[config.mk]
export PLATFORM = sky130hd
export DESIGN_NAME = wb_retire_stage
export DESIGN_NICKNAME = d
export VERILOG_FILES = /design/src/rtl/wb_retire_stage.sv
export SDC_FILE = /design/constraint.sdc
export NUM_CORES = 1
export LEC_CHECK = 0
export BUFFER_PORTS_ARGS = -buffer_cell sky130_fd_sc_hd__buf_2
export CAP_MARGIN = 30
export CORE_UTILIZATION = 48
export CTS_BUF_LIST = sky130_fd_sc_hd__clkbuf_16
export CTS_CLUSTER_DIAMETER = 40
export CTS_CLUSTER_SIZE = 16
export DETAILED_ROUTE_END_ITERATION = 6
export HOLD_SLACK_MARGIN = 0.05
export PLACE_DENSITY_LB_ADDON = 0.1
export SLEW_MARGIN = 20
export SYNTH_ARGS = -nofsm -noshare
export SYNTH_HDL_FRONTEND = slang
export SYNTH_SLANG_ARGS = --single-unit
[constraint.sdc]
create_clock -name clk -period 1.5 [get_ports clk]
set_input_delay 0.15 -clock clk [delete_from_list [all_inputs] [get_ports clk]]
set_output_delay 0.15 -clock clk [all_outputs]
set_load 0.1 [all_outputs]
[src/rtl/wb_retire_stage.sv]
// Multi-lane writeback/retire stage with one-entry skid buffer and fetch redirect.
// Optional retire counter enabled by defining WB_RETIRE_CNT_EN.
module wb_retire_stage #(
    parameter int LANES  = 2,
    parameter int XLEN   = 32,
    parameter int REG_AW = 5,
    parameter int PC_W   = 32
) (
    input  logic                    clk,
    input  logic                    rst_n,
    input  logic                    stall,
    input  logic                    flush,
    input  logic [LANES-1:0]        in_valid,
    output logic                    in_ready,
    input  logic [LANES-1:0]        in_rd_we,
    input  logic [LANES*REG_AW-1:0] in_rd_addr,
    input  logic [LANES*XLEN-1:0]   in_rd_data,
    input  logic [LANES-1:0]        in_redirect,
    input  logic [LANES*PC_W-1:0]   in_target,
    output logic [LANES-1:0]        rf_we,
    output logic [LANES*REG_AW-1:0] rf_waddr,
    output logic [LANES*XLEN-1:0]   rf_wdata,
    output logic                    if_redirect,
    output logic [PC_W-1:0]         if_target,
    output logic [31:0]             retire_cnt
);

    logic                    skid_full;
    logic [LANES-1:0]        sk_valid;
    logic [LANES-1:0]        sk_we;
    logic [LANES-1:0]        sk_redir;
    logic [LANES*REG_AW-1:0] sk_addr;
    logic [LANES*XLEN-1:0]   sk_data;
    logic [LANES*PC_W-1:0]   sk_target;

    logic [LANES-1:0]        g_valid;
    logic [LANES-1:0]        g_we;
    logic [LANES-1:0]        g_redir;
    logic [LANES*REG_AW-1:0] g_addr;
    logic [LANES*XLEN-1:0]   g_data;
    logic [LANES*PC_W-1:0]   g_target;

    logic [LANES-1:0] v;
    logic [LANES-1:0] we_raw;
    logic [LANES-1:0] we_fin;
    logic             hit;
    logic [PC_W-1:0]  tgt;
    logic             accept;
    logic             load;

    assign in_ready = ~skid_full;
    assign accept   = (|in_valid) & ~skid_full & ~flush;
    assign load     = ~flush & ~stall & (skid_full | accept);

    // A full skid always holds the oldest group, so it drains first.
    assign g_valid  = skid_full ? sk_valid  : in_valid;
    assign g_we     = skid_full ? sk_we     : in_rd_we;
    assign g_redir  = skid_full ? sk_redir  : in_redirect;
    assign g_addr   = skid_full ? sk_addr   : in_rd_addr;
    assign g_data   = skid_full ? sk_data   : in_rd_data;
    assign g_target = skid_full ? sk_target : in_target;

    always_comb begin
        v      = '0;
        we_raw = '0;
        hit    = 1'b0;
        tgt    = '0;
        for (int i = 0; i < LANES; i++) begin
            if (g_valid[i] && !hit) begin
                v[i] = 1'b1;
                if (g_redir[i]) begin
                    hit = 1'b1;
                    tgt = g_target[i*PC_W +: PC_W];
                end
            end
        end
        for (int i = 0; i < LANES; i++) begin
            we_raw[i] = v[i] & g_we[i] &
                        (g_addr[i*REG_AW +: REG_AW] != '0);
        end
        we_fin = we_raw;
        // Youngest writer of an address wins within the group.
        for (int i = 0; i < LANES; i++) begin
            for (int j = i + 1; j < LANES; j++) begin
                if (we_raw[j] &&
                    g_addr[j*REG_AW +: REG_AW] == g_addr[i*REG_AW +: REG_AW])
                    we_fin[i] = 1'b0;
            end
        end
    end

    always_ff @(posedge clk) begin
        if (!rst_n) begin
            skid_full   <= 1'b0;
            sk_valid    <= '0;
            sk_we       <= '0;
            sk_redir    <= '0;
            sk_addr     <= '0;
            sk_data     <= '0;
            sk_target   <= '0;
            rf_we       <= '0;
            rf_waddr    <= '0;
            rf_wdata    <= '0;
            if_redirect <= 1'b0;
            if_target   <= '0;
        end else if (flush) begin
            skid_full   <= 1'b0;
            rf_we       <= '0;
            if_redirect <= 1'b0;
        end else if (stall) begin
            rf_we       <= '0;
            if_redirect <= 1'b0;
            if (accept) begin
                skid_full <= 1'b1;
                sk_valid  <= in_valid;
                sk_we     <= in_rd_we;
                sk_redir  <= in_redirect;
                sk_addr   <= in_rd_addr;
                sk_data   <= in_rd_data;
                sk_target <= in_target;
            end
        end else if (load) begin
            skid_full   <= 1'b0;
            rf_we       <= we_fin;
            rf_waddr    <= g_addr;
            rf_wdata    <= g_data;
            if_redirect <= hit;
            if (hit)
                if_target <= tgt;
        end else begin
            rf_we       <= '0;
            if_redirect <= 1'b0;
        end
    end

`ifdef WB_RETIRE_CNT_EN
    logic [31:0] cnt_q;
    logic [31:0] pop;

    always_comb begin
        pop = '0;
        for (int i = 0; i < LANES; i++)
            pop = pop + {31'd0, v[i]};
    end

    always_ff @(posedge clk) begin
        if (!rst_n)
            cnt_q <= '0;
        else if (load)
            cnt_q <= cnt_q + pop;
    end

    assign retire_cnt = cnt_q;
`else
    assign retire_cnt = '0;
`endif

endmodule

; ---- Word level (Yosys, flattened, before mapping)
; Cells that the tools add are included.
[totals]
wordCells = 62
regBits = 254
rom_bits = 0
mem_count = 0
latch_bits = 0
mem_bits_rw = 0
[classes]
n_mul = 0
shift = 0
div_mod_pow = 0
n_mux = 19
n_addsub = 0
bitwise_logic = 14
n_eq_ne = 2
n_lt_le_gt_ge = 0
reduce_logical = 14
[op_table]
columns = op, count
row1 = 32-bit two-way mux, 4
row2 = 64-bit two-way mux, 2
row3 = 10-bit two-way mux, 1
row4 = 5-bit nonzero test, 2
row5 = 1-bit two-way mux, 9
row6 = 1-bit AND, 8
row7 = 2-bit two-way mux, 3
row8 = 3-bit AND reduction, 2
row9 = 5-bit equality test, 1
row10 = 1-bit inverter, 5
row11 = 5-bit OR reduction, 1
row12 = 4-bit AND reduction, 1
row13 = 2-bit OR reduction, 2
row14 = 4-bit OR reduction, 1
row15 = 1-bit logical AND, 2
row16 = 2-bit by 1-bit inequality test with 1-bit output (second input constant), 1
row17 = 2-bit AND reduction, 1
row18 = 2-bit nonzero test, 1
row19 = 1-bit logical NOT, 1
row20 = 1-bit bitwise OR, 1

; ---- Longest topological paths before layout
[depth]
word_depth = 10
depth_mapped = 8
mapped_depth_nobuf = 4

; ---- Least setup slack after synthesis
; No wires, ideal clock.
[synth_path]
kind = register -> register
from = register skid_full
to = register rf_we[0]
n_path_buf = 2
t_arrival_ps = 1777
t_required_ps = 1363
path_stages_with_launch = 7
path_slack_ps = -414
setup_ps = 137
cell_sequence = dfxtp_1 buf_2 buf_2 inv_1 nand3_1 o221ai_1 a41oi_1
[synth_via]
elab_cells_between_ends = 25
[synth_lines]
columns = element, line_no
row1 = start: declaration, 28  ; logic skid_full;
row2 = start signal: assignment, 94  ; skid_full <= 1'b0;
row3 = start signal: assignment, 107  ; skid_full <= 1'b0;
row4 = start signal: assignment, 114  ; skid_full <= 1'b1;
row5 = 1-bit inverter, -
row6 = named net in_ready, 14  ; output logic in_ready,
row7 = 1-bit AND (2 in series), 52  ; assign accept = (|in_valid) & ~skid_full & ~flush;
row8 = 1-bit bitwise OR, 53  ; assign load = ~flush & ~stall & (skid_full | accept);
row9 = 1-bit AND, 53
row10 = 1-bit inverter (no line), -
row11 = 5-bit OR reduction (no line), -
row12 = end signal: assignment, 124  ; rf_we <= we_fin;
row13 = end: declaration, 20  ; output logic [LANES-1:0] rf_we,
; The timed path passes the listed nets, and every way through them passes these cells.
; A chain may end at the register's enable or synchronous reset.

; ---- Final worst setup path
[layout_path]
from = register skid_full
to = register if_target[16]
[layout_via]
elab_chain_len = 7
elab_cells_between_ends = 19
[layout_lines]
columns = element, line_no
row1 = 2-bit two-way mux, 58  ; assign g_redir = skid_full ? sk_redir : in_redirect;
row2 = 1-bit two-way mux, 71  ; if (g_redir[i]) begin
row3 = 1-bit two-way mux, 69  ; if (g_valid[i] && !hit) begin
row4 = 1-bit logical NOT, 69
row5 = 1-bit logical AND, 69
row6 = 1-bit two-way mux, 69
row7 = 4-bit AND reduction (no line), -
row8 = end signal: assignment, 129  ; if_target <= tgt;
row9 = end: declaration, 24  ; output logic [PC_W-1:0] if_target,
; Parallel ways exist; a longest one is shown, timed or not.

==> results.tsv <==
metric	value	unit
routed-via-count	11253	
synth_mux_area_share	12.0	%
min_from	in_valid[1]	
arrival	2.13	ns
clkTransAtPathRegs	0.05	ns
crit_buf_inv	3	
drv_cap	0	
synth_edf_count	0	
clock_latency	0.51	ns
coreArea	23400	um^2
setup_slack	-0.235	ns
r2r-end	if_target[16]	
synth_top_family_by_area	compound AO/OA/AOI/OAI gates	
fp.dieW	156	um
synth_compound_area_share	22.4	%
critical_path_class	reg -> reg	
grt_start_max_net_pins	99	
synth_area_leaders	dfxtp_1 (45%), mux2i_1 (12%), nand2_1 (12%)	
async_flop_share	0	%
cts-htree-levels	2	
port_buffers	257	
path_cells	buf_6 > nand3_4 > a211oi_4 > buf_6 > buf_12 > a22oi_2 > o221a_2	
dr.pass1.iters	5	
worstSetupPathDepth	7	
relSlewSlack	64.1	%
cts_tree	done	
clock.fmax	577	MHz
layout-drive-gt1-share	33.5	%
worstHoldPathCells	4	
fin_util	78.3	%
peakVddDrop	1020	uV
violations	negative setup slack	
clock_skew	0.0158	ns
drtIter0Drc	781	
post-synth-top-count-cell	nand2_1	
synth-simple-area-share	13.4	%
ios	290	
p_per_area	1160	nW/um^2
multiInputGateArea	6100	um^2
yosysTopAreaCell	dfxtp_1	
cp-start-kind	flip-flop	
row_count	56	
nets	1861	
finalHoldViolations	0	
tightest_slew	0.543	ns
grt_pass1_wl	52.3	mm
crit_required	1.89	ns
wl_per_cell	20.1	um
fp.dieH	156	um
drc	0	
ys_types	41	
placed_area	13200	um^2
place_hpwl	18.2	mm
yosys-top-cells-count	nand2_1 (364), dfxtp_1 (254), mux2i_1 (137)	
cts_root_buf	clkbuf_16	
leakage	0.00833	uW
slowest_stage	dfxtp_4	
cts_buffers	41	
period_share	116	%
synth_top_area_share	44.5	%
clk_path_buf_depth	3	
reg2reg_depth	7	
setup_violations	246	
synth_xor_area_share	0.614	%
syn_avg_cell_area	9.29	um^2
hold_path.class	in -> reg	
drv_slew	0	
netlist_area	11400	um^2
rsz0062_at_grt	true	
antenna_found_initial	0	
gp_congestion	0.747	
grt_pass1_vias	10321	
cp_common_cell	buf_6	
ff_latch_area	5090	um^2
crit_fanout	7	
min_period	1.73	ns
wl	41.3	mm
dieArea	24400	um^2
worstReg2RegStart	skid_full	
vias_per_cell	5.46	
ant_nets	0	
clock-sinks	254	
ys.flop_type	dfxtp_1	
dpl_worst_slack	-0.187	ns
postLayoutCellArea	18300	um^2
seq_area_frac_synth	44.5	%
cp-end-kind	flip-flop	
num_antenna_cells	0	
fillers	1509	
syn2layout_area_growth	60.6	%
grt_use_total	26.5	%
synth_fa_ha_area_share	0	%
grt-ovfl-total	0	
status	finished with violations	
min_to	sk_valid[1]	
yosys_warnings	0	
cp_top_family	compound AO/OA/AOI/OAI gates	
initial_utilization	48.8	%
ys_seq_elements	254	
crit_path_max_incr_delay	0.38	ns
rrSetupSlack	-0.23	ns
syn_inst	1229	
worst register-to-register path, delay by kind of cell (launching register included):
kind,cells,cell delay (ns)
compound gates,3,0.68
buf+inv,3,0.47
flops,1,0.38
simple gates,1,0.09
cells by family (layout without fill, tap and decap cells):
family / count (synthesis) / after routing
simple gates: 391 / 391
xor+xnor: 8 / 8
other cells: 1 / 32
mux: 137 / 137
buf+inv: 142 / 624
compound gates: 296 / 296
flops: 254 / 254
power breakdown:
group | switching [uW] | internal [uW]
clock | 3320 | 6000
combinational | 3010 | 1710
sequential | 199 | 7100
cell usage in the layout, fill, tap and decap left out, types with 32 or more instances in the layout:
cell,n
buf_4,33
buf_2,255
dlygate4sd3_1,144
conb_1,32
a21boi_1,131
mux2i_1,135
nand2_1,330
dfxtp_1,253
o211a_1,74
clkbuf_16,75
timing repair:
item | CTS | global route
endpoints found under the setup margin | 102 | 253
pin swaps | 2 | 63
resized for setup | 130 | 138
cloned | 15 | 49
buffers inserted | 14 | 23
endpoints found under the hold margin | 210 | 0
hold buffers | 144 | 0
per-stage QoR:
stage               hold WS [ns]  instances  total power, uW  setup TNS (ns)
finish                    0.0851       2061            21300          -30.48
global route              0.0882       2061            22000          -46.38
CTS                       0.0540       1989            20700          -11.56
detailed placement         0.383       1746            10900           -7.89
global placement           0.381       1746            10900           -8.04
floorplan                  0.218       1260            10200           -1.03
final cells by class:
class | instances | area share (%)
repair buffers | 548 | 29.3
multi-input cells | 864 | 33.3
clock inverters | 31 | 1.71
clock buffers | 41 | 5.60
flip-flops and latches | 254 | 27.8
well taps | 319 | 2.18
inverters | 4 | 0.102
state kept, by name, indices dropped and copies added (netlist names):
signal and cells:
rf_wdata 64, sk_data 64, sk_target 64, if_target 32
rf_waddr 10, sk_addr 10, rf_we 2, sk_redir 2
sk_valid 2, sk_we 2, if_redirect 1, skid_full 1
metal layers:
layer	vias to the layer above	track usage, %	share of wire (%)
li1	5224	-	-
met1	5431	32.4	40
met2	506	46.4	49
met3	92	5.68	7.5
met4	0	8.45	2.8
met5	-	0	0
how the worst max path moves through the flow:
stage | from | end | slack (ns)
2_1_floorplan | skid_full | rf_we[0] | -0.12
3_3_place_gp | skid_full | if_target[30] | -0.13
3_5_place_dp | skid_full | if_target[30] | -0.19
4_1_cts | skid_full | if_target[14] | -0.16
5_1_grt | skid_full | sk_target[30] | -0.27
6_report | skid_full | if_target[16] | -0.23
Note: power is estimated with default switching activity, not from simulation.
